<file path="config.mk">
export PLATFORM = sky130hd
export DESIGN_NAME = haar_window_scanner
export DESIGN_NICKNAME = d
export VERILOG_FILES = /design/src/rtl/haar_window_scanner_pkg.sv /design/src/rtl/haar_window_scanner_det_fifo.sv /design/src/rtl/haar_window_scanner.sv
export SDC_FILE = /design/constraint.sdc
export NUM_CORES = 1
export LEC_CHECK = 0
export CAP_MARGIN = 15
export CORE_MARGIN = 4
export CORE_UTILIZATION = 40
export CTS_CLUSTER_SIZE = 16
export DETAILED_ROUTE_END_ITERATION = 8
export PLACE_DENSITY = 0.63
export RECOVER_POWER = 50
export SLEW_MARGIN = 20
export SYNTH_ARGS = -nofsm -noshare
export SYNTH_HDL_FRONTEND = slang
export SYNTH_HIERARCHICAL = 1
export SYNTH_SLANG_ARGS = --single-unit
</file>
<file path="constraint.sdc">
create_clock -name clk -period 5.6 [get_ports clk]
set_input_delay 0.56 -clock clk [delete_from_list [all_inputs] [get_ports clk]]
set_output_delay 0.56 -clock clk [all_outputs]
set_load 0.05 [all_outputs]
</file>
<file path="src/rtl/haar_window_scanner_pkg.sv">
// Shared types and helpers for the Haar window scanner.
package haar_window_scanner_pkg;

    // Scanner FSM states
    typedef enum logic [1:0] {
        ST_IDLE  = 2'd0,
        ST_ISSUE = 2'd1,
        ST_WAIT  = 2'd2,
        ST_DONE  = 2'd3
    } scan_state_e;

    localparam int unsigned COORD_W_DEF = 9;
    localparam int unsigned CNT_W       = 16;

    // Saturating increment for the detection counter
    function automatic logic [CNT_W-1:0] sat_inc(input logic [CNT_W-1:0] v);
        return (v == '1) ? v : v + CNT_W'(1);
    endfunction

endpackage

</file>
<file path="src/rtl/haar_window_scanner_det_fifo.sv">
// Show-ahead synchronous FIFO holding detection records.
module haar_det_fifo #(
    parameter int unsigned WIDTH = 18,
    parameter int unsigned DEPTH = 16
) (
    input  logic             clk,
    input  logic             reset_n,
    input  logic             push,
    input  logic             pop,
    input  logic [WIDTH-1:0] din,
    output logic [WIDTH-1:0] dout,
    output logic             full,
    output logic             empty
);

    localparam int unsigned AW = $clog2(DEPTH);

    logic [WIDTH-1:0] mem_q [DEPTH];
    logic [AW:0]      wr_ptr_q, wr_ptr_d;
    logic [AW:0]      rd_ptr_q, rd_ptr_d;
    logic             do_push, do_pop;

    // Occupancy flags; the extra pointer bit separates full from empty
    always_comb begin
        empty   = (wr_ptr_q == rd_ptr_q);
        full    = (wr_ptr_q[AW] != rd_ptr_q[AW]) && (wr_ptr_q[AW-1:0] == rd_ptr_q[AW-1:0]);
        do_pop  = pop && !empty;
        do_push = push && (!full || do_pop);
        wr_ptr_d = do_push ? wr_ptr_q + (AW+1)'(1) : wr_ptr_q;
        rd_ptr_d = do_pop  ? rd_ptr_q + (AW+1)'(1) : rd_ptr_q;
        dout     = mem_q[rd_ptr_q[AW-1:0]];
    end

    // Pointer registers
    always_ff @(posedge clk) begin
        if (!reset_n) begin
            wr_ptr_q <= '0;
            rd_ptr_q <= '0;
        end else begin
            wr_ptr_q <= wr_ptr_d;
            rd_ptr_q <= rd_ptr_d;
        end
    end

    // Storage write; contents need no reset since pointers gate visibility
    always_ff @(posedge clk) begin
        if (do_push) begin
            mem_q[wr_ptr_q[AW-1:0]] <= din;
        end
    end

endmodule

</file>
<file path="src/rtl/haar_window_scanner.sv">
// Raster-scans a detection window over the frame, hands each window to the
// cascade and queues the coordinates of passing windows.
module haar_window_scanner
    import haar_window_scanner_pkg::*;
#(
    parameter int unsigned IMG_W      = 320,
    parameter int unsigned IMG_H      = 240,
    parameter int unsigned WIN        = 24,
    parameter int unsigned STEP       = 1,
    parameter int unsigned COORD_W    = COORD_W_DEF,
    parameter int unsigned FIFO_DEPTH = 16
) (
    input  logic               clk,
    input  logic               reset_n,
    input  logic               start,
    output logic               busy,
    output logic               done,
    output logic               win_valid,
    output logic [COORD_W-1:0] win_x,
    output logic [COORD_W-1:0] win_y,
    input  logic               cascade_done,
    input  logic               cascade_pass,
    output logic               det_valid,
    input  logic               det_ready,
    output logic [COORD_W-1:0] det_x,
    output logic [COORD_W-1:0] det_y,
    output logic [CNT_W-1:0]   det_count,
    output logic               overflow
);

    localparam int unsigned CW1 = COORD_W + 1;
    localparam logic [CW1-1:0] X_LIM  = CW1'(IMG_W - WIN);
    localparam logic [CW1-1:0] Y_LIM  = CW1'(IMG_H - WIN);
    localparam logic [CW1-1:0] STEP_C = CW1'(STEP);

    scan_state_e          state_q, state_d;
    logic [COORD_W-1:0]   win_x_q, win_x_d, win_y_q, win_y_d;
    logic                 win_valid_q, win_valid_d;
    logic                 busy_q, busy_d, done_q, done_d;
    logic [CNT_W-1:0]     det_count_q, det_count_d;
    logic                 overflow_q, overflow_d;
    logic [CW1-1:0]       x_next, y_next;
    logic                 x_last, y_last;
    logic                 push_c, pop_c, fifo_full, fifo_empty;
    logic [2*COORD_W-1:0] fifo_dout;

    // Next-state, coordinate advance and detection bookkeeping
    always_comb begin
        state_d     = state_q;
        win_x_d     = win_x_q;
        win_y_d     = win_y_q;
        det_count_d = det_count_q;
        overflow_d  = overflow_q;
        push_c      = 1'b0;
        pop_c       = det_ready && !fifo_empty;
        x_next      = {1'b0, win_x_q} + STEP_C;
        y_next      = {1'b0, win_y_q} + STEP_C;
        x_last      = (x_next > X_LIM);
        y_last      = (y_next > Y_LIM);

        case (state_q)
            ST_IDLE: begin
                if (start) begin
                    state_d     = ST_ISSUE;
                    win_x_d     = '0;
                    win_y_d     = '0;
                    det_count_d = '0;
                    overflow_d  = 1'b0;
                end
            end
            ST_ISSUE: state_d = ST_WAIT;
            ST_WAIT: begin
                if (cascade_done) begin
                    push_c = cascade_pass;
                    if (x_last && y_last) begin
                        state_d = ST_DONE;
                    end else begin
                        state_d = ST_ISSUE;
                        if (x_last) begin
                            win_x_d = '0;
                            win_y_d = COORD_W'(y_next);
                        end else begin
                            win_x_d = COORD_W'(x_next);
                        end
                    end
                end
            end
            ST_DONE: state_d = ST_IDLE;
            default: state_d = ST_IDLE;
        endcase

        if (push_c) begin
            if (fifo_full && !pop_c) begin
                overflow_d = 1'b1;
            end else begin
                det_count_d = sat_inc(det_count_q);
            end
        end

        win_valid_d = (state_d == ST_ISSUE);
        busy_d      = (state_d == ST_ISSUE) || (state_d == ST_WAIT);
        done_d      = (state_d == ST_DONE);
    end

    // State and output registers
    always_ff @(posedge clk) begin
        if (!reset_n) begin
            state_q     <= ST_IDLE;
            win_x_q     <= '0;
            win_y_q     <= '0;
            win_valid_q <= 1'b0;
            busy_q      <= 1'b0;
            done_q      <= 1'b0;
            det_count_q <= '0;
            overflow_q  <= 1'b0;
        end else begin
            state_q     <= state_d;
            win_x_q     <= win_x_d;
            win_y_q     <= win_y_d;
            win_valid_q <= win_valid_d;
            busy_q      <= busy_d;
            done_q      <= done_d;
            det_count_q <= det_count_d;
            overflow_q  <= overflow_d;
        end
    end

    haar_det_fifo #(
        .WIDTH (2 * COORD_W),
        .DEPTH (FIFO_DEPTH)
    ) u_fifo (
        .clk     (clk),
        .reset_n (reset_n),
        .push    (push_c),
        .pop     (pop_c),
        .din     ({win_y_q, win_x_q}),
        .dout    (fifo_dout),
        .full    (fifo_full),
        .empty   (fifo_empty)
    );

    assign busy      = busy_q;
    assign done      = done_q;
    assign win_valid = win_valid_q;
    assign win_x     = win_x_q;
    assign win_y     = win_y_q;
    assign det_count = det_count_q;
    assign overflow  = overflow_q;
    assign det_valid = !fifo_empty;
    assign det_x     = fifo_dout[COORD_W-1:0];
    assign det_y     = fifo_dout[2*COORD_W-1:COORD_W];

endmodule
</file>
==> flow_summary.ini <==
[sta]
finalSetupViolCount = 0
skew_ns = 0.0186
relSlewSlack_pct = -15.9
tightest_slew_ns = 1.74
drv_slew = 19
fin_tns_setup_ns = 0
hold_ws_ns = 0.511
rsz0062_at_grt = no
fmax_ghz = 0.249
layout_min_cycle_time_ns = 4.02
fin_crit_sh_pct = 71.8
finalHoldViolCount = 0

[logic_synthesis]
synth_ff_type = edfxtp_1
synth-async-reset-ratio_pct = 0
ys_types = 73
synth_area_leaders = edfxtp_1, mux4_1, dfxtp_1, mux4_2, ha_1
ys_seq_elements = 342
synth_area_mm2 = 0.0142
yosys.area.top_type_share_pct = 60.8
yosys_warnings = 6
syn-num-nets = 811
yosysTopAreaCell = edfxtp_1
syn_inst = 793
synth.avg_cell_area_um2 = 17.9
synth_edf_count = 288
yosysSeqAreaShare_pct = 68.4

[final_layout]
final_cell_mix = edfxtp_1, dfxtp_1, mux4_1, nand2_1
nets = 900
final_layout_size_suffix_gt1_share_pct = 13.8
post-route-util_pct = 47.2
final_cells = 1359
syn2layout_area_growth_pct = 15.5
final_common_cell = edfxtp_1
n_antenna_cell = 0

[cts]
cts_resized = 0
postCtsSetupBuffers = 0
htreeDepth = 2
cts_root_buf = clkbuf_16
cts.sinks = 342
cts.hold.buffers_added = 0
cts_tree = built
clkLatencyLatePin_ns = 0.51
clk_pin_slew_ns = 0.06
numCtsBuffers = 36
clockBufferDepth = 3

[flow_run]
drv_cap = 1

[die]
initial_core_util_pct = 40.9
die_w_um = 197
ioPinCount = 63
core_region_area_mm2 = 0.0348
rows = 68
die_y_um = 197
dieArea_mm2 = 0.0386

[global_routing]
grt_use_total_pct = 15.8
grt_antenna_before_repair = 0
grt_pass1_wl_mm = 46.9
grt_overflow = 0
grt_start_max_net_pins = 73
grt_pass1_vias = 7601

[place]
dp_hpwl_mm = 17.6
dp_cells = 1299
port_buffers = 62
globalplace.congestion = 0.778

[routing]
drtAntennaViolNets = 0
dr.first_iter.drc_count = 573
drt_first_pass_iters = 5
viasPerCell = 5.55
drc = 0
vias = 7538
wl_mm = 30.3
wl_per_cell_um = 22.3

[outcome]
violations = max-capacitance violations, max-slew violations
status = finished with violations

[critical_path]
path_class = reg -> reg
cp-end-kind = flip-flop
path_cells = xor2_1, nor4_1, and2_0, nand2b_1, inv_1, nor2_1, a21boi_0, and3_1, buf_4
slowest_delay_ns = 1.11
reg2reg_to = u_fifo/mem_q[6][10]$_DFFE_PP_
ff2ff_setup_slack_ns = 1.58
r2r_start = u_fifo/wr_ptr_q[2]$_SDFFE_PN0P_
cp_max_fo = 16
startpoint_type = flip-flop
ff2ff_path_depth = 9
cp.arrival_ns = 4.24
cpMaxStageDelayCell = a21boi_0
cp.required_ns = 5.82

[power_and_ir_drop]
vdd_drop_max_v = 0.000172
p_per_area_mw_per_mm2 = 301
intPower_uw = 4000
switching_power_uw = 941
p_leak_uw = 0.00552
share_comb_of_total_power_pct = 1.1
swShare_pct = 19.1
p_clk_share_pct = 43.6
seqPwrFrac_pct = 55.2

[hold_path]
worstHoldPathType = reg -> reg
whs_path_depth = 2
hold_path.startpoint = overflow$_SDFF_PN0_
worst_hold_path.endpoint = overflow$_SDFF_PN0_
==> critical path: cells and delay by family (launching register included) <==
family / cells / cell delay, ns
AOI/OAI and AO/OA: 1 / 1.11
xor gates and xnor gates: 1 / 0.19
and+or+nand+nor: 5 / 1.49
buffers and inverters: 2 / 0.42
DFF: 1 / 0.52
==> power groups by stage <==
stage	clock network [uW]	logic [uW]	registers, uW
floorplan	0	30.7	2790
global placement	0	59.1	2780
detailed placement	0	58.6	2780
CTS	2210	58.7	2730
global route	2330	61.9	2730
finish	2160	56.6	2730
==> area by class of cell <==
class                      count  area, um2
clock inverter                10       82.6
fill                        2883      18400
tap                          455        569
timing repair buffer          84        787
multi-input combinational    396       4180
clock buffer                  50        973
inverter                      22       85.1
sequential                   342       9730
==> sequential cells by signal, summed over array words and instances (netlist names), named ones only <==
register,count
busy,1
u_fifo/mem_q,288
det_count,16
u_fifo/rd_ptr_q,5
done,1
win_valid,1
win_y,9
u_fifo/wr_ptr_q,5
state_q,2
overflow,1
win_x,9
==> synth_stat cells, drive strengths merged, types with 3 or more instances <==
cell	count
a211oi	5
a21boi	3
a21oi	21
a31oi	10
a41oi	5
and2	19
and3	22
buf	22
clkbuf	11
dfxtp	54
edfxtp	288
ha	12
inv	21
mux2i	4
mux4	90
nand2	40
nand2b	6
nand3	18
nand4	8
nor2	28
nor2b	7
nor3	6
nor4	3
o21a	3
o21ai	33
o22ai	3
or2	3
or3	3
xnor2	4
xor2	9
==> logic make-up after synthesis <==
logic type | after synthesis | share of synthesized area, %
flip-flops | 342 | 68.4
AND/OR/NAND/NOR | 171 | 6.37
AO/OA/AOI/OAI | 106 | 5.23
multiplexers | 94 | 16.0
buffers and inverters | 55 | 2.14
XOR/XNOR | 13 | 0.801
adder cells (fa/ha/maj) | 12 | 1.06
==> routing by layer <==
layer / GRT usage (%) / up-vias / wire, um / share of wire [%]
li1: - / 3436 / - / -
met1: 23.3 / 3871 / 14000 / 46
met5: 0 / - / 0 / 0
met4: 3.57 / 0 / 516 / 1.7
met3: 2.99 / 35 / 1570 / 5.2
met2: 24.8 / 196 / 14300 / 47
==> worst max path at each step <==
stage / startpoint / to / cells past startpoint
finish: u_fifo/wr_ptr_q[2]$_SDFFE_PN0P_ / u_fifo/mem_q[6][10]$_DFFE_PP_ / 9
global route: u_fifo/wr_ptr_q[2]$_SDFFE_PN0P_ / u_fifo/mem_q[6][10]$_DFFE_PP_ / 9
CTS: flip-flop / det_y[7] / 4
detailed placement: win_x[1]$_SDFFE_PN0P_ / busy$_SDFF_PN0_ / 10
global placement: flip-flop / det_x[1] / 4
floorplan: u_fifo/wr_ptr_q[2]$_SDFFE_PN0P_ / u_fifo/mem_q[11][0]$_DFFE_PP_ / 9
==> stage by stage <==
stage / worst slack (ns) / instance area, um2 / power, uW
finish: 1.58 / 16400 / 4940
CTS: 1.65 / 16400 / 5000
global placement: 2.21 / 15400 / 2840
floorplan: 2.23 / 14200 / 2820
detailed placement: 2.18 / 15400 / 2840
global route: 1.16 / 16400 / 5120
Note: power is estimated with default switching activity, not from simulation.
